## src/rtl/digota_pkg.sv

```systemverilog
// Shared types and default parameters for the SAR controller that drives the
// digital OTA comparator.
package digota_pkg;

  typedef enum logic [2:0] {
    ST_IDLE   = 3'd0,
    ST_SAMPLE = 3'd1,
    ST_SETTLE = 3'd2,
    ST_DECIDE = 3'd3,
    ST_DONE   = 3'd4
  } sar_state_t;

  localparam int SAR_WIDTH         = 8;
  localparam int SAR_SAMPLE_CYCLES = 2;
  localparam int SAR_SETTLE        = 3;

endpackage

```

## src/rtl/digota_sync2.sv

```systemverilog
// Two-flop synchronizer for a single asynchronous bit; cleared by the
// synchronous reset.
module digota_sync2 (
  input  logic clk,
  input  logic rst,
  input  logic d,
  output logic q
);

  logic meta;

  always_ff @(posedge clk) begin
    if (rst) begin
      meta <= 1'b0;
      q    <= 1'b0;
    end else begin
      meta <= d;
      q    <= meta;
    end
  end

endmodule

```

## src/rtl/digota_sar_ctrl.sv

```systemverilog
// SAR controller: track/hold strobe, MSB-first binary search on the DAC code
// using the synchronized comparator decision, result on a valid/ready port.
module digota_sar_ctrl
  import digota_pkg::*;
#(
  parameter int WIDTH         = SAR_WIDTH,
  parameter int SAMPLE_CYCLES = SAR_SAMPLE_CYCLES,
  parameter int SETTLE        = SAR_SETTLE
) (
  input  logic             clk,
  input  logic             rst,
  input  logic             start,
  input  logic             cmp_in,
  output logic             sample,
  output logic [WIDTH-1:0] dac_code,
  output logic             busy,
  output logic [WIDTH-1:0] result,
  output logic             result_valid,
  input  logic             result_ready
);

  localparam int IW = (WIDTH > 1) ? $clog2(WIDTH) : 1;
  localparam int SW = $clog2(SETTLE + 1);
  localparam int CW = $clog2(SAMPLE_CYCLES + 1);

  localparam logic [IW-1:0]    IDX_MSB     = IW'(WIDTH - 1);
  localparam logic [IW-1:0]    IDX_ONE     = IW'(1);
  localparam logic [SW-1:0]    SETTLE_LOAD = SW'(SETTLE - 1);
  localparam logic [SW-1:0]    SETTLE_ONE  = SW'(1);
  localparam logic [CW-1:0]    SAMP_LOAD   = CW'(SAMPLE_CYCLES - 1);
  localparam logic [CW-1:0]    SAMP_ONE    = CW'(1);
  localparam logic [WIDTH-1:0] MSB_CODE    = {1'b1, {(WIDTH-1){1'b0}}};

  sar_state_t       state_q, state_d;
  logic [CW-1:0]    samp_cnt_q;
  logic [SW-1:0]    settle_cnt_q;
  logic [IW-1:0]    bit_idx_q;
  logic [WIDTH-1:0] code_q, result_q;
  logic [WIDTH-1:0] decided, next_trial;
  logic             cmp_sync;

  // The only path from the asynchronous comparator into the controller.
  digota_sync2 u_cmp_sync (
    .clk (clk),
    .rst (rst),
    .d   (cmp_in),
    .q   (cmp_sync)
  );

  always_ff @(posedge clk) begin
    if (rst) state_q <= ST_IDLE;
    else     state_q <= state_d;
  end

  // Result handshake: result_valid is high for the whole DONE state and
  // result is frozen there; a transfer happens on any clock edge where
  // result_valid && result_ready, after which the controller is idle.
  always_comb begin
    state_d      = state_q;
    sample       = 1'b0;
    busy         = 1'b0;
    result_valid = 1'b0;
    case (state_q)
      ST_IDLE: begin
        if (start) state_d = ST_SAMPLE;
      end
      ST_SAMPLE: begin
        sample = 1'b1;
        busy   = 1'b1;
        if (samp_cnt_q == '0) state_d = ST_SETTLE;
      end
      ST_SETTLE: begin
        busy = 1'b1;
        if (settle_cnt_q == '0) state_d = ST_DECIDE;
      end
      ST_DECIDE: begin
        busy    = 1'b1;
        state_d = (bit_idx_q == '0) ? ST_DONE : ST_SETTLE;
      end
      ST_DONE: begin
        result_valid = 1'b1;
        if (result_ready) state_d = ST_IDLE;
      end
      default: state_d = ST_IDLE;
    endcase
  end

  // Current trial bit is already set, so writing the decision into it keeps
  // or clears it; the next lower bit becomes the following trial.
  always_comb begin
    decided            = code_q;
    decided[bit_idx_q] = cmp_sync;
    next_trial         = decided;
    if (bit_idx_q != '0) next_trial[bit_idx_q - IDX_ONE] = 1'b1;
  end

  always_ff @(posedge clk) begin
    if (rst) begin
      samp_cnt_q   <= '0;
      settle_cnt_q <= '0;
      bit_idx_q    <= '0;
      code_q       <= '0;
      result_q     <= '0;
    end else begin
      case (state_q)
        ST_IDLE: begin
          samp_cnt_q <= SAMP_LOAD;
          code_q     <= '0;
        end
        ST_SAMPLE: begin
          if (samp_cnt_q == '0) begin
            bit_idx_q    <= IDX_MSB;
            code_q       <= MSB_CODE;
            settle_cnt_q <= SETTLE_LOAD;
          end else begin
            samp_cnt_q <= samp_cnt_q - SAMP_ONE;
          end
        end
        ST_SETTLE: begin
          if (settle_cnt_q != '0) settle_cnt_q <= settle_cnt_q - SETTLE_ONE;
        end
        ST_DECIDE: begin
          if (bit_idx_q != '0) begin
            code_q       <= next_trial;
            bit_idx_q    <= bit_idx_q - IDX_ONE;
            settle_cnt_q <= SETTLE_LOAD;
          end else begin
            code_q   <= decided;
            result_q <= decided;
          end
        end
        ST_DONE: begin
          if (result_ready) code_q <= '0;
        end
        default: code_q <= '0;
      endcase
    end
  end

  assign dac_code = code_q;
  assign result   = result_q;

endmodule

```

## config.mk

```make
export PLATFORM = sky130hd
export DESIGN_NAME = digota_sar_ctrl
export DESIGN_NICKNAME = d
export VERILOG_FILES = /design/src/rtl/digota_pkg.sv /design/src/rtl/digota_sync2.sv /design/src/rtl/digota_sar_ctrl.sv
export SDC_FILE = /design/constraint.sdc
export NUM_CORES = 1
export LEC_CHECK = 0
export CAP_MARGIN = 15
export CORE_MARGIN = 2
export CORE_UTILIZATION = 45
export CTS_CLUSTER_DIAMETER = 50
export DETAILED_ROUTE_END_ITERATION = 7
export GPL_TIMING_DRIVEN = 0
export PLACE_DENSITY = 0.69
export SYNTH_ARGS = -nofsm -noshare
export SYNTH_HDL_FRONTEND = slang
export SYNTH_SLANG_ARGS = --single-unit
```

## constraint.sdc

```tcl
create_clock -name clk -period 5.4 [get_ports clk]
set_input_delay 1.08 -clock clk [delete_from_list [all_inputs] [get_ports clk]]
set_output_delay 1.08 -clock clk [all_outputs]
set_load 0.03 [all_outputs]
```

==> results.toml, run 1 <==
[status]
outcome = "finished clean"

[synth]
synthesized_instance_count = 158
async_reset_ff_frac = 0
distinct_cell_type_count_after_synthesis = 37
synth-edff-count = 0
postSynth.topFlopCell = "sky130_fd_sc_hd__dfxtp_1"
ys_seq_elements = 28
post_synth_instance_area_um2 = 1466
synth_fp_nets = 167
synth_sequential_area_ratio = 0.3823
post_synth.cell_area_avg_um2 = 9.281
yosysWarnings = 0

[placement]
detailedPlace.worstSlack_ns = 2.781
post_dp_cell_area_um2 = 1752
number_of_port_buffers = 23
gp_congestion = 0.8590
dp.cells = 225
post-dp-hpwl_mm = 2.324

[route]
final_antenna_net_count = 0
route.final.wire_length_mm = 3.196
detailed_route_drc_error_count = 0
wire_per_inst_um = 13.96
drt_first_pass_iters = 4
drt-initial-drc-count = 59
drt-vias-per-instance = 5.428
detailroute.via_count = 1243

[clocking]
cts.clk_slew.worst_paths_ns = 0.14
cts_hold_buf = 0
cts_made_buffers = 3
ctsRootBufferMaster = "sky130_fd_sc_hd__clkbuf_4"
tritoncts_clock_tree = "built"
ctsResizeCount = 0
clkSinkCount = 28
worst_skew_pair.late_latency_ns = 0.34
clk_path_buf_depth = 2
post_cts_buffers = 0
htreeDepth = 1

[die]
die_y_um = 61.09
overall_die_width_um = 61.09
die-area_um2 = 3731
floorplan.initialDensity = 0.4764
row_count = 20
ios = 24
design.core.area_um2 = 3078

[finish]
antenna_diode_instance_count = 0
post_layout_nonfiller_instances = 229
fillCellCount = 300
layout_commonest_cell = "sky130_fd_sc_hd__dfxtp_1"
area_growth_pct = 21.93
stdcell_area_um2 = 1788
nets = 195
layout.cells.most_common_list = "sky130_fd_sc_hd__dfxtp_1 (28), sky130_fd_sc_hd__clkdlybuf4s50_1 (23), sky130_fd_sc_hd__nor2_1 (17)"
final_layout_size_suffix_gt1_frac = 0.1243

[critical_path]
arrival_time_of_the_worst_setup_path_ns = 1.92
timing_worst_setup_path_type = "flip-flop to output port"
critical_path.startpoint = "state_q[2]"
timing.critical_path.required_ns = 4.32
reg2reg_depth = 7
critPathCaptureType = "output port"
maximum_fanout_along_the_worst_path = 10
rr_endpoint = "bit_idx_q[1]"
critical_path.startpoint_type = "flip-flop"
setup_slack_of_the_worst_register_to_register_path_ns = 3.37
timing.critical_path.to = "result_valid"
r2r_start = "bit_idx_q[0]"

[sta]
worstMarginPinSlew_ns = 0.5429
slew_limit_headroom = 0.6367
hold_violations = 0
fmaxAchievable_ghz = 0.3331
clock_skew_after_layout_ns = 0.01338
layout_min_cycle_time_ns = 3.002
rsz0062_at_grt = "false"
postLayoutSetupSlackWorst_ns = 2.398
setup_viol_count_final = 0
post-route-period-util = 0.5560
timing.setup.tns_ns = 0
final_max_slew_viol_count = 0

[worst_hold_path]
min-delay-path-class = "flip-flop to flip-flop"

[global_route]
wire_length_of_the_first_global_routing_pass_mm = 5.430
grt_remaining_overflow = 0
grt_usage = 0.1954
grt_pass1_vias = 1180
initial_antenna_violation_count = 0
grt_start_max_net_pins = 16

[power_and_ir_drop]
powerDensity_nw_per_um2 = 278.0
leakage_power_nw = 0.6524
vdd_ir_drop_max_uv = 166.2

[flow_run]
max-cap-violations = 0
## worst max-delay path: stages (launching register included)
cell                              delay (ns)
sky130_fd_sc_hd__dfxtp_1                0.39
sky130_fd_sc_hd__clkbuf_1               0.34
sky130_fd_sc_hd__and2_1                 0.19
sky130_fd_sc_hd__clkdlybuf4s50_1        0.67
## registers in the layout, summed over array words and instances, names as in the netlist
signal           flops
dac_code             8
bit_idx_q            3
u_cmp_sync.meta      1
u_cmp_sync.q         1
state_q              3
settle_cnt_q         2
samp_cnt_q           2
result               8
## cell type report
type / instances / area (um2) / share of cell area
multi-input combinational: 109 / 793.3 / 0.4437
inverter: 9 / 33.78 / 0.01889
buffer: 12 / 78.83 / 0.04409
tap: 44 / 55.05 / 0.03079
sequential: 28 / 560.5 / 0.3135
clock buffer: 4 / 36.28 / 0.02029
timing repair buffer: 23 / 230.2 / 0.1288
## synthesized netlist by cell type (2+ instances only)
library cell	number	area share
sky130_fd_sc_hd__ha_1	4	0.034
sky130_fd_sc_hd__nand2b_1	3	0.013
sky130_fd_sc_hd__a21oi_1	8	0.027
sky130_fd_sc_hd__nor2_1	17	0.044
sky130_fd_sc_hd__buf_2	3	0.010
sky130_fd_sc_hd__buf_4	2	0.010
sky130_fd_sc_hd__nand2_1	6	0.015
sky130_fd_sc_hd__a211oi_1	5	0.026
sky130_fd_sc_hd__clkbuf_1	4	0.010
sky130_fd_sc_hd__o21ai_0	8	0.027
sky130_fd_sc_hd__buf_6	3	0.023
sky130_fd_sc_hd__inv_1	9	0.023
sky130_fd_sc_hd__nor2_2	2	0.0085
sky130_fd_sc_hd__mux2i_1	12	0.082
sky130_fd_sc_hd__nand3b_1	4	0.020
sky130_fd_sc_hd__nor3_1	5	0.017
sky130_fd_sc_hd__dfxtp_1	28	0.38
sky130_fd_sc_hd__nor3b_1	4	0.020
sky130_fd_sc_hd__a211oi_2	4	0.034
sky130_fd_sc_hd__nor2b_1	3	0.013
sky130_fd_sc_hd__a22o_1	8	0.048
## per-stage QoR
step | util | power, W | hold WS, ns
after floorplan | - | 0.0003546 | 0.4138
after global placement | 0.5691 | 0.0003912 | 0.4185
after detailed placement | 0.5691 | 0.0003956 | 0.4251
after CTS | 0.5809 | 0.0004982 | 0.4570
after global routing | 0.5809 | 0.0005264 | 0.4636
final | 0.5809 | 0.0004971 | 0.4535
## per-layer routing
metal	GRT usage	share of wire	vias to the layer above
met4	0.04658	0.011	0
met3	0.04412	0.042	4
met2	0.3222	0.47	34
met1	0.2612	0.47	581
met5	0	0	-
li1	-	-	624
## cell families (layout without fill, tap and decap cells)
kind of cell / after synthesis / in the layout / synth area share
adders and majority gates: 4 / 4 / 0.03413
DFF: 28 / 28 / 0.3823
and+or+nand+nor: 51 / 51 / 0.2031
AOI/OAI and AO/OA: 42 / 42 / 0.2219
buffers and inverters: 21 / 48 / 0.07678
muxes: 12 / 12 / 0.08191
## worst min path at each step
stage / cells after the start / from / slack (ns) / end
6_report: 1 / u_cmp_sync.meta / 0.45 / u_cmp_sync.q
5_1_grt: 1 / u_cmp_sync.meta / 0.46 / u_cmp_sync.q
4_1_cts: 1 / u_cmp_sync.meta / 0.46 / u_cmp_sync.q
3_5_place_dp: 1 / u_cmp_sync.meta / 0.43 / u_cmp_sync.q
3_3_place_gp: 1 / u_cmp_sync.meta / 0.42 / u_cmp_sync.q
2_1_floorplan: 1 / u_cmp_sync.meta / 0.41 / u_cmp_sync.q
## power by group
| group | switching, W | leakage [nW] | internal, W | total [W] |
|---|---|---|---|---|
| combinational | 0.0000989 | 0.404 | 0.0000673 | 0.000166 |
| sequential | 0.00000670 | 0.228 | 0.000220 | 0.000226 |
| clock | 0.0000633 | 0.0210 | 0.0000414 | 0.000105 |
No activity file was read; power rests on OpenSTA's default activity.
==> run 2, diff against run 1 <==
Settings changed: PLACE_DENSITY 0.69 to 0.72.
Clock period 5.4 ns to 2.45 ns, I/O delays scaled along.
==> run 2 against run 1 <==
Sequential power is 120% higher. Clock skew is 0.0082 ns lower. Clock power grew to 2.9 times the previous value. Count of clock-buffer cells in the layout is 1 lower. Total power is 140% higher. Register-to-register slack worse by 2.9 ns. Flip-flop and latch count stayed put. Die area stayed put. Via count is 2.0% lower. Non-clock buffer count stayed put. Wire length is 2.6% lower. Design area is 0.98% higher. Largest cell class unchanged. Highest routed layer unchanged.
==> results.toml, run 2 (same netlist as run 1, synthesis figures left out) <==
[route]
drt-vias-per-instance = 5.319
drt_first_pass_iters = 4
route.final.wire_length_mm = 3.113
drt-initial-drc-count = 41
final_antenna_net_count = 0
detailroute.via_count = 1218
wire_per_inst_um = 13.59
detailed_route_drc_error_count = 0

[placement]
post_dp_cell_area_um2 = 1752
post-dp-hpwl_mm = 2.293
gp_congestion = 0.8521
number_of_port_buffers = 23

[power_and_ir_drop]
leakage_power_nw = 0.6628
vdd_ir_drop_max_uv = 393.2
powerDensity_nw_per_um2 = 647.3

[die]
floorplan.initialDensity = 0.4764
die_y_um = 61.09
row_count = 20
overall_die_width_um = 61.09
die-area_um2 = 3731
ios = 24
design.core.area_um2 = 3078

[sta]
timing.setup.tns_ns = 0
final_max_slew_viol_count = 0
slew_limit_headroom = 0.6227
layout_min_cycle_time_ns = 2.292
fmaxAchievable_ghz = 0.4364
post-route-period-util = 0.9353
hold_violations = 0
setup_viol_count_final = 0
clock_skew_after_layout_ns = 0.005132
rsz0062_at_grt = "false"
worstMarginPinSlew_ns = 0.5659

[global_route]
grt_remaining_overflow = 0
grt_pass1_vias = 1200
initial_antenna_violation_count = 0
wire_length_of_the_first_global_routing_pass_mm = 5.250
grt_start_max_net_pins = 17
grt_usage = 0.1873

[finish]
regArea_um2 = 560.5
multi_input_comb_area_um2 = 793.3
stdcell_area_um2 = 1805
layout_commonest_cell = "sky130_fd_sc_hd__dfxtp_1"
antenna_diode_instance_count = 0
final_layout_size_suffix_gt1_frac = 0.1297
layout.cells.most_common_list = "sky130_fd_sc_hd__dfxtp_1 (28), sky130_fd_sc_hd__clkdlybuf4s50_1 (23), sky130_fd_sc_hd__nor2_1 (17)"
nets = 195
fillCellCount = 278
area_growth_pct = 23.12

[status]
outcome = "finished clean"

[critical_path]
timing.critical_path.required_ns = 1.96
slowest_delay_ns = 0.66
maximum_fanout_along_the_worst_path = 8
critical_path.startpoint_type = "flip-flop"
critPathCaptureType = "output port"
worst_path_max_delay_cell = "sky130_fd_sc_hd__clkdlybuf4s50_1"
timing_worst_setup_path_type = "flip-flop to output port"
arrival_time_of_the_worst_setup_path_ns = 1.80
worstPathCellList = "buf_4, nor2_1, and2_1, clkdlybuf4s50_1"

[clocking]
post_cts_buffers = 0
cts_hold_buf = 0
cts.clk_slew.worst_paths_ns = 0.16
worst_skew_pair.late_latency_ns = 0.33
clkSinkCount = 28
htreeDepth = 1
ctsRootBufferMaster = "sky130_fd_sc_hd__clkbuf_4"
cts_made_buffers = 3
tritoncts_clock_tree = "built"
clk_path_buf_depth = 2

[flow_run]
max-cap-violations = 0

[worst_hold_path]
min-delay-path-class = "flip-flop to flip-flop"
run 2: cell count changes in the layout (fill, tap and decap cells not counted):
| cell | delta |
|---|---|
| sky130_fd_sc_hd__bufinv_16 | +1 |
| sky130_fd_sc_hd__clkbuf_1 | -1 |
| sky130_fd_sc_hd__clkbuf_2 | +1 |
| sky130_fd_sc_hd__clkbuf_8 | -1 |
run 2: per-stage QoR:
stage | std cells | hold WS [ns] | power (W) | util | setup WS, ns
after floorplan | 158 | 0.4138 | 0.0007816 | - | 0.7467
after global placement | 225 | 0.4175 | 0.0008597 | 0.5691 | 0.4488
after detailed placement | 225 | 0.4220 | 0.0008686 | 0.5691 | 0.4083
after CTS | 229 | 0.4569 | 0.001177 | 0.5862 | 0.009150
after global routing | 229 | 0.4641 | 0.001234 | 0.5866 | 0.08725
final | 229 | 0.4538 | 0.001169 | 0.5866 | 0.1585
run 2: final timing paths:
check,startpoint,end,slack (ns),cells past startpoint
worst min register to register,u_cmp_sync.meta,u_cmp_sync.q,0.45,1
worst min-delay path,u_cmp_sync.meta,u_cmp_sync.q,0.45,1
worst max register to register,bit_idx_q[0],bit_idx_q[1],0.46,7
worst max-delay path,state_q[1],result_valid,0.16,4
run 2: report_power, final:
part	total, W	switching [W]	internal, W
Clock	0.000308	0.000143	0.000166
Sequential	0.000499	0.0000152	0.000484
Combinational	0.000361	0.000213	0.000148
run 2: metal layers:
metal  global-route usage  up-vias  part of all wire
li1                     -      621                 -
met1               0.2431      574              0.50
met2               0.3176       19              0.46
met3              0.02521        4             0.027
met4              0.06832        0             0.012
met5                    0        -                 0
run 2: area by class of cell:
class | instances | area share
Timing Repair Buffer | 23 | 0.1275
Inverter | 9 | 0.01871
Multi-Input combinational cell | 109 | 0.4394
Tap cell | 44 | 0.03049
Clock inverter | 1 | 0.01663
Clock buffer | 3 | 0.01247
Sequential cell | 28 | 0.3105
Buffer | 12 | 0.04435
run 2: worst max-delay path: cells and delay by family, from the launching register on:
family / cells / cell delay, ns
buf+inv: 2 / 0.82
flops: 1 / 0.33
simple gates: 2 / 0.32
run 2: what timing repair did:
item | 4_1_cts | 5_1_grt
hold endpoints to repair | 0 | 0
gates resized for setup | 0 | 2
setup endpoints to repair | 0 | 1
